[src/rtl/cpu_bus_pkg.sv]
// Shared types and helpers for the CPU register-write bus.
package cpu_bus_pkg;

  // Size of the generic register bank the bus normally feeds.
  localparam int unsigned BANK_REGS = 8;
  localparam int unsigned DW        = 8;
  localparam int unsigned REG_IDX_W = $clog2(BANK_REGS);

  typedef logic [DW-1:0]        data_t;
  typedef logic [REG_IDX_W-1:0] reg_idx_t;
  typedef logic [BANK_REGS-1:0] reg_wen_t;

  // Register index to one-hot write-enable vector.
  function automatic reg_wen_t onehot_decode(reg_idx_t idx);
    reg_wen_t v;
    v      = '0;
    v[idx] = 1'b1;
    return v;
  endfunction

endpackage

[src/rtl/rr_pick.sv]
// Combinational round-robin picker: first eligible index at or after ptr, wrapping.
module rr_pick #(
  parameter int unsigned NUM_REQ = 4,
  parameter int unsigned PW      = $clog2(NUM_REQ)
) (
  input  logic [NUM_REQ-1:0] eligible,
  input  logic [PW-1:0]      ptr,
  output logic               valid,
  output logic [PW-1:0]      idx
);

  logic [PW-1:0] w_cand;

  // Scan NUM_REQ slots starting at ptr; the first hit wins.
  always_comb begin
    valid  = 1'b0;
    idx    = '0;
    w_cand = '0;
    for (int k = 0; k < int'(NUM_REQ); k++) begin
      w_cand = PW'((int'(ptr) + k) % int'(NUM_REQ));
      if (!valid && eligible[w_cand]) begin
        valid = 1'b1;
        idx   = w_cand;
      end
    end
  end

endmodule

[src/rtl/reg_bus_arbiter.sv]
// Round-robin arbiter for the shared register-write bus.
// Registered outputs, one-cycle latency; a requester is never granted on two
// consecutive cycles. Optional burst lock enabled by defining REG_BUS_ARB_LOCK_EN.
module reg_bus_arbiter #(
  parameter int unsigned NUM_REQ  = 4,
  parameter int unsigned NUM_REGS = 8,
  parameter int unsigned DW       = 8,
  localparam int unsigned AW      = $clog2(NUM_REGS),
  localparam int unsigned PW      = $clog2(NUM_REQ)
) (
  input  logic                   clk,
  input  logic                   rst,
  input  logic [NUM_REQ-1:0]     req,
  input  logic [NUM_REQ*AW-1:0]  req_addr,
  input  logic [NUM_REQ*DW-1:0]  req_data,
`ifdef REG_BUS_ARB_LOCK_EN
  input  logic [NUM_REQ-1:0]     req_lock,
`endif
  output logic [NUM_REQ-1:0]     gnt,
  output logic [NUM_REGS-1:0]    reg_wen,
  output logic [DW-1:0]          bus_data,
  output logic                   busy
);

  import cpu_bus_pkg::*;

  logic [NUM_REQ-1:0]  r_gnt;
  logic [NUM_REGS-1:0] r_wen;
  logic [DW-1:0]       r_data;
  logic                r_busy;
  logic [PW-1:0]       r_ptr;

  logic [NUM_REQ-1:0]  w_elig;
  logic                w_pick_valid;
  logic [PW-1:0]       w_pick_idx;
  logic                w_win_valid;
  logic [PW-1:0]       w_win;
  logic                w_hold;
  logic [AW-1:0]       w_addr;
  logic [DW-1:0]       w_data;
  logic [NUM_REGS-1:0] w_wen;
  logic [NUM_REQ-1:0]  w_gnt_d;
  logic [PW-1:0]       w_ptr_d;

`ifdef REG_BUS_ARB_LOCK_EN
  logic                r_lock_act;
  logic [PW-1:0]       r_lock_own;
  logic                w_lock_act_d;
  logic [PW-1:0]       w_lock_own_d;
`endif

  // Eligibility: requesting and not granted this cycle; lock hold when the owner keeps both levels.
  always_comb begin
    w_elig = req & ~r_gnt;
`ifdef REG_BUS_ARB_LOCK_EN
    w_hold = r_lock_act & req[r_lock_own] & req_lock[r_lock_own];
`else
    w_hold = 1'b0;
`endif
  end

  rr_pick #(
    .NUM_REQ (NUM_REQ),
    .PW      (PW)
  ) u_rr_pick (
    .eligible (w_elig),
    .ptr      (r_ptr),
    .valid    (w_pick_valid),
    .idx      (w_pick_idx)
  );

  // Winner selection, bus mux and pointer advance.
  always_comb begin
    w_win_valid = w_pick_valid;
    w_win       = w_pick_idx;
`ifdef REG_BUS_ARB_LOCK_EN
    if (w_hold) begin
      w_win_valid = 1'b1;
      w_win       = r_lock_own;
    end
`endif
    w_addr  = req_addr[w_win*AW +: AW];
    w_data  = req_data[w_win*DW +: DW];
    w_gnt_d = '0;
    if (w_win_valid) begin
      w_gnt_d[w_win] = 1'b1;
    end
    // Pointer is frozen while a lock is held; on lock start it already sits at owner+1.
    w_ptr_d = r_ptr;
    if (w_win_valid && !w_hold) begin
      w_ptr_d = (w_win == PW'(NUM_REQ - 1)) ? '0 : w_win + 1'b1;
    end
  end

  // Address decode: use the bank helper when the bank matches its size.
  if (NUM_REGS == BANK_REGS) begin : g_pkg_dec
    assign w_wen = onehot_decode(reg_idx_t'(w_addr));
  end else begin : g_shift_dec
    assign w_wen = NUM_REGS'(1) << w_addr;
  end

  // Output and pointer registers; async reset kills any in-flight pulse.
  always_ff @(posedge clk or posedge rst) begin
    if (rst) begin
      r_gnt  <= '0;
      r_wen  <= '0;
      r_data <= '0;
      r_busy <= 1'b0;
      r_ptr  <= '0;
    end else begin
      r_gnt  <= w_gnt_d;
      r_wen  <= w_win_valid ? w_wen : '0;
      r_data <= w_win_valid ? w_data : '0;
      r_busy <= w_win_valid;
      r_ptr  <= w_ptr_d;
    end
  end

`ifdef REG_BUS_ARB_LOCK_EN
  // Lock next state: held while owner keeps req+lock, else taken by a locking winner.
  always_comb begin
    w_lock_act_d = 1'b0;
    w_lock_own_d = r_lock_own;
    if (w_hold) begin
      w_lock_act_d = 1'b1;
    end else if (w_pick_valid && req_lock[w_pick_idx]) begin
      w_lock_act_d = 1'b1;
      w_lock_own_d = w_pick_idx;
    end
  end

  // Lock owner register.
  always_ff @(posedge clk or posedge rst) begin
    if (rst) begin
      r_lock_act <= 1'b0;
      r_lock_own <= '0;
    end else begin
      r_lock_act <= w_lock_act_d;
      r_lock_own <= w_lock_own_d;
    end
  end
`endif

  assign gnt      = r_gnt;
  assign reg_wen  = r_wen;
  assign bus_data = r_data;
  assign busy     = r_busy;

endmodule
[config.mk]
export PLATFORM = sky130hd
export DESIGN_NAME = reg_bus_arbiter
export DESIGN_NICKNAME = d
export VERILOG_FILES = /design/src/rtl/cpu_bus_pkg.sv /design/src/rtl/rr_pick.sv /design/src/rtl/reg_bus_arbiter.sv
export SDC_FILE = /design/constraint.sdc
export NUM_CORES = 1
export LEC_CHECK = 0
export ABC_AREA = 1
export CORE_AREA = 5 5 69 71
export DETAILED_ROUTE_END_ITERATION = 16
export DIE_AREA = 0 0 74 76
export PLACE_DENSITY = 0.8
export SKIP_CTS_REPAIR_TIMING = 1
export SLEW_MARGIN = 20
export SYNTH_ARGS = -nofsm -noshare
export SYNTH_HDL_FRONTEND = slang
export SYNTH_SLANG_ARGS = --single-unit
[constraint.sdc]
create_clock -name clk -period 2.5 [get_ports clk]
set_input_delay 0.75 -clock clk [delete_from_list [all_inputs] [get_ports clk]]
set_output_delay 0.75 -clock clk [all_outputs]
set_load 0.05 [all_outputs]
==> results.md, run 1 <==
- Run status: finished, final reports clean
- # rows: 24
- Drt drc: 0
- Largest net degree at the start of global routing: 24
- Die ar.: between 5000 and 6000 µm²
- TritonCTS clock tree: done
- Hpwl dp: about 3500 µm
- Placed cell areas: approximately 2500 µm²
- All-Layer GR Usage: 0.157
- Max-cap violations: 0
- Clk Latency, worst-skew pair: between 0.2 and 0.3 ns
- Cell area after synthesis: 1640 µm²
- Wirelength per Cell: around 12 µm
- CTS Sinks: 23
- IO Port Bufs: 70
- Synth unique cells: 22
- Core Region: 4170 µm²
- Initial Util: 0.392
- Final Cell Area: ~2600 µm²
- Syn nets: 283
- Synthesized area per cell: 7.15 µm²
- Clk Tree Root Cell: clkbuf_8
- Global-route wire length before repair: between 7000 and 8000 µm
- Die Ht: about 76 µm
- Overflow after GRT: 0
- Fin crit period: around 2.3 ns
- Drt initial violations: 65
- TritonCTS buffer count: 3
- Worst hold path class: flip-flop to flip-flop
- Critical Path End Type: flip-flop
- Number of synthesis warnings: 0
- Pre-antenna DRT Iters: 4
- Vias in the first global route: roughly 1700
- Crit Path Max Fanout: 12
- Final hold vios: 0
- Final period util: 0.935
- Clock Path Buffers: 2
- # IOs: 71
- Worst Path Class, Setup: primary input to flip-flop
- Final setup fails: 0
- Critical Path RT: ~2.7 ns
- Worst R2R Setup Slack: just under 0.4 ns
- Filler cell count: between 300 and 400
- Fmax: 428 MHz
- DRT antenna net count: 0
- Final #Nets: approximately 370
- Vias: 1765
- Antenna cells: 0
- Worst Skew: approximately 0.0033 ns
- Die Wd: 74 µm
- Seq cells post-synth: 23
- Max Slew Vio Count: 0
- Syn Inst Count: 229
- CP arrival: approximately 2.5 ns
- Area growth syn-to-layout: 59.3%
- Vias/cell: 4.84
- Final GP Congestion: ~0.87
- Worst slew pin tran: 0.518 ns
- Hold WS: 0.811 ns
- H-tree levels: 1
- Layout cells sized above 1: 0.163
- Antenna violations before repair: 0
- Register area share after synthesis: 0.351
- Clk slew on worst S/H paths: approximately 0.080 ns
- Slew headroom: 0.654
- WL final: approximately 4500 µm
- RSZ-0062 raised after global routing: false
- CP startpoint kind: primary input
layout by cell type (no fill, tap or decap), drive strengths merged:
master and instances:
nor2 13, nand3 31, clkdlybuf4s50 69, nand4 11
a21oi 13, dfrtp 23, o21ai 2, nand2 87
dlymetal6s2s 1, inv 29, clkbuf 4, ha 4
o211ai 8, buf 18
kinds of logic (layout without fill, tap and decap cells):
group           Yosys count  after routing  synth area share
compound gates           23             23            0.0871
fa+ha+maj                 4              4            0.0306
buf+inv                  37            121             0.108
flops                    23             23             0.351
simple gates            142            142             0.423
flip-flops by register name (all words and copies together) (netlist names):
name / count
busy: 1
r_ptr: 2
bus_data: 8
gnt: 4
reg_wen: 8
worst paths after layout:
path	startpoint	to	cells after the start
max in group asynchronous	rst	r_ptr[1]	3
max reg2reg	r_ptr[0]	reg_wen[2]	13
max	req[2]	reg_wen[2]	15
min in group asynchronous	rst	bus_data[6]	3
min	r_ptr[1]	r_ptr[1]	2
min reg2reg	r_ptr[1]	r_ptr[1]	2
stage by stage:
stage               cells  setup slack (ns)  setup TNS [ns]   util
finish                365             0.164               0  0.625
global route          365           0.00644               0  0.625
global placement      358            -0.111           -1.37  0.597
floorplan             229             0.381               0      -
detailed placement    358            -0.152           -2.36  0.597
CTS                   362             0.113               0  0.608
cell usage after synthesis:
cell type	number	share of area
a21oi_1	12	0.037
a21oi_2	1	0.0053
buf_2	3	0.0092
buf_4	3	0.014
buf_6	2	0.014
dfrtp_1	23	0.35
ha_1	4	0.031
inv_1	26	0.060
inv_2	2	0.0046
inv_8	1	0.0069
nand2_1	80	0.18
nand2_2	4	0.015
nand2_4	3	0.021
nand3_1	23	0.070
nand3_2	6	0.037
nand3_4	2	0.021
nand4_1	10	0.038
nand4_2	1	0.0076
nor2_1	13	0.030
o211ai_1	8	0.037
o21ai_0	1	0.0031
o21ai_2	1	0.0053
per-layer routing:
metal	vias up	GRT usage	routed length [µm]
li1	914	-	-
met4	0	0.0380	57
met1	780	0.198	1780
met2	65	0.269	2270
met5	-	0	0
met3	6	0.0317	346
final cells by class:
cell class / instances / area [µm²] / share of cell area
Inverter: 29 / 116 / 0.0446
Sequential cell: 23 / 576 / 0.221
Clock buffer: 4 / 45.0 / 0.0173
Timing Repair Buffer: 88 / 880 / 0.337
Tap cell: 52 / 65.1 / 0.0249
Multi-Input combinational cell: 169 / 927 / 0.355
critical path: stages:
cell             delay, ns
clkdlybuf4s50_1       0.51
nand3_2               0.13
nand3_2               0.14
nand2_4               0.08
nand2_4               0.09
nand2_2               0.06
nand2_4               0.07
nand3_4               0.10
buf_12                0.16
nand2_1               0.07
nand2_1               0.05
nand2_1               0.06
nand2_1               0.06
nand2_1               0.10
nor2_1                0.05
Power of run 1 is not shown: default switching activity piles up to over one toggle a cycle in this logic, so the estimate is an artifact.
==> run 2: changes to the inputs <==
--- a/config.mk
+++ b/config.mk
@@ -9,6 +9,7 @@
 export CORE_AREA = 5 5 69 71
 export DETAILED_ROUTE_END_ITERATION = 16
 export DIE_AREA = 0 0 74 76
+export HOLD_SLACK_MARGIN = 0.02
 export PLACE_DENSITY = 0.8
 export SKIP_CTS_REPAIR_TIMING = 1
 export SLEW_MARGIN = 20
==> results of run 2 <==
No change in the layout: final DEF, timing and power equal those of run 1.
Power of run 2 is left out for the same reason.
==> run 3: changes to the inputs <==
--- a/config.mk
+++ b/config.mk
@@ -10,6 +10,7 @@
 export DETAILED_ROUTE_END_ITERATION = 16
 export DIE_AREA = 0 0 74 76
 export HOLD_SLACK_MARGIN = 0.02
+export MAX_ROUTING_LAYER = met4
 export PLACE_DENSITY = 0.8
 export SKIP_CTS_REPAIR_TIMING = 1
 export SLEW_MARGIN = 20
==> constraint.sdc (replaced) <==
create_clock -name clk -period 2.3 [get_ports clk]
set_input_delay 0.69 -clock clk [delete_from_list [all_inputs] [get_ports clk]]
set_output_delay 0.69 -clock clk [all_outputs]
set_load 0.005 [all_outputs]
==> results.md, run 3 (synthesis gave the netlist of run 1 again) <==
- Die Ht: 76 µm (unchanged)
- Max Slew Vio Count: 0 (unchanged)
- Final period util: 0.881
- Largest net degree at the start of global routing: 24 (unchanged)
- TritonCTS buffer count: 3 (unchanged)
- TritonCTS clock tree: done
- Clk Latency, worst-skew pair: 0.26 ns (about the same)
- H-tree levels: 1 (unchanged)
- Area growth syn-to-layout: 59.5%
- Overflow after GRT: 0 (unchanged)
- FF/Latch Area: 577 µm² (+0.22%)
- Drt initial violations: 94 (+45%)
- Critical Path Start: r_ptr[1]
- # rows: 24 (unchanged)
- Final #Nets: 366 (-0.54%)
- Worst hold path class: primary input to asynchronous set/reset pin
- Max-cap violations: 0 (unchanged)
- Worst Path Class, Setup: flip-flop to flip-flop
- CP arrival: 2.16 ns (-0.33 ns)
- Crit Path Max Fanout: 13 (+1)
- Final setup fails: 0 (unchanged)
- Drt drc: 0 (unchanged)
- Fmax: roughly 490 MHz
- R2r endpoint: r_ptr[0]
- Initial Util: 0.392 (unchanged)
- Clk Tree Root Cell: clkbuf_8
- Vias/cell: 4.80 (-0.82%)
- Pre-antenna DRT Iters: 4 (unchanged)
- Antenna cells: 0 (unchanged)
- Antenna violations before repair: 0 (unchanged)
- R2R Path Start: r_ptr[1]
- Worst R2R Setup Slack: 0.27 ns (-0.12 ns)
- Vias in the first global route: 1697 (+0.30%)
- RSZ-0062 raised after global routing: false
- # IOs: 71 (unchanged)
- CP startpoint kind: flip-flop
- Peak VDD IR: between 0.9 and 1 mV
- Die ar.: 5620 µm² (unchanged)
- PD cells: ~1800 nW/µm²
- Final hold vios: 0 (unchanged)
- Clk slew on worst S/H paths: 0.08 ns (about the same)
- Core Region: 4170 µm² (unchanged)
- Area of the multi-input gates: 941 µm² (+1.5%)
- WL final: 4470 µm (+0.43%)
- Post-Layout Cell Count: 363 (-0.55%)
- Worst slew pin tran: 0.434 ns (-0.0840 ns)
- Leak: 0.00131 µW
- Critical Path End Type: flip-flop
- Vias: 1741 (-1.4%)
- Hpwl dp: 3450 µm (-0.54%)
- Wirelength per Cell: 12.3 µm (+0.98%)
- Most frequent cells in the layout: nand2_1, clkdlybuf4s50_1, inv_1, dfrtp_1, nand3_1
- Commonest non-fill, non-tap cell in the layout: nand2_1
- Global-route wire length before repair: 7380 µm (+2.5%)
- DP Cell Count: 358 (unchanged)
- Worst Skew: 0.00198 ns (-0.00127 ns)
- Final GP Congestion: 0.885 (+1.6%)
- Slew headroom: 0.710 (+0.0567)
- R2R depth: 9 (-4)
- CTS Sinks: 23 (unchanged)
- Run status: finished, final reports clean
- Filler cell count: 347 (-4.9%)
- Critical Path RT: 2.43 ns (-0.23 ns)
- Clock Path Buffers: 2 (unchanged)
- Die Wd: 74 µm (unchanged)
- IO Port Bufs: 70 (unchanged)
- DRT antenna net count: 0 (unchanged)
- Layout cells sized above 1: 0.174 (+0.0107)
- Fin crit period: just over 2 ns
- All-Layer GR Usage: 0.166 (+0.00941)
- Final design utilization: 0.626 (+0.000899)
- Tot Pwr: between 4000 and 5000 µW
==> run 3: cell types whose count changed in the layout (fill, tap and decap cells not counted), moves of 2 or more <==
cell | before | now
nand2_1 | 78 | 76
nand2_2 | 5 | 7
dlymetal6s2s_1 | 1 | 4
clkdlybuf4s50_1 | 69 | 66
==> run 3: how the worst max path moves through the flow <==
| stage | to | slack, ns | cells after the start |
|---|---|---|---|
| 6_report | r_ptr[0] | 0.27 | 9 |
| 5_1_grt | reg_wen[7] | 0.08 | 16 |
| 2_1_floorplan | r_ptr[1] | 0.24 | 9 |
| 4_1_cts | r_ptr[0] | -0.02 | 8 |
| 3_3_place_gp | reg_wen[2] | -0.25 | 15 |
| 3_5_place_dp | r_ptr[0] | -0.28 | 8 |
==> run 3: report_power, final <==
| part | switching (µW) | internal, µW | total, µW | leakage, µW |
|---|---|---|---|---|
| Clock | 124 | 124 | 248 | 0.0000228 |
| Sequential | 111 | 608 | 719 | 0.000288 |
| Combinational | 2080 | 1720 | 3800 | 0.00100 |
| Total | 2320 | 2450 | 4770 | 0.00131 |
==> run 3: area by class of cell <==
class / instances / area share
Sequential cell: 23 / 0.221
Clock buffer: 4 / 0.0172
Multi-Input combinational cell: 169 / 0.360
Tap cell: 52 / 0.0249
Timing Repair Buffer: 86 / 0.332
Inverter: 29 / 0.0445
==> run 3: worst max-delay path, cell delays in order (launching register included) <==
cell and delay (ns):
dfrtp_1 0.48, inv_2 0.18, nand2_2 0.07, nand2_2 0.11, nand3_2 0.11, nand2_4 0.10, nand4_2 0.14, buf_4 0.22
inv_1 0.34, a21oi_1 0.14
==> run 3: per-stage QoR <==
stage	hold slack (ns)	area, µm²	worst slack (ns)	setup TNS [ns]
after floorplan	0.653	1640	0.241	0
after global placement	0.751	2490	-0.251	-4.43
after detailed placement	0.776	2490	-0.282	-5.33
after CTS	0.773	2540	-0.0186	-0.0321
after global routing	0.794	2610	0.0765	0
final	0.757	2610	0.274	0
==> run 3: metal layers <==
layer  routed length [µm]  vias up  GRT usage
li1                     -      901          -
met1                 1850      788      0.202
met2                 2310       46      0.279
met3                  257        6     0.0251
met4                   57        0     0.0489
met5                    0        -          -
(Power assumes the default switching activity.)
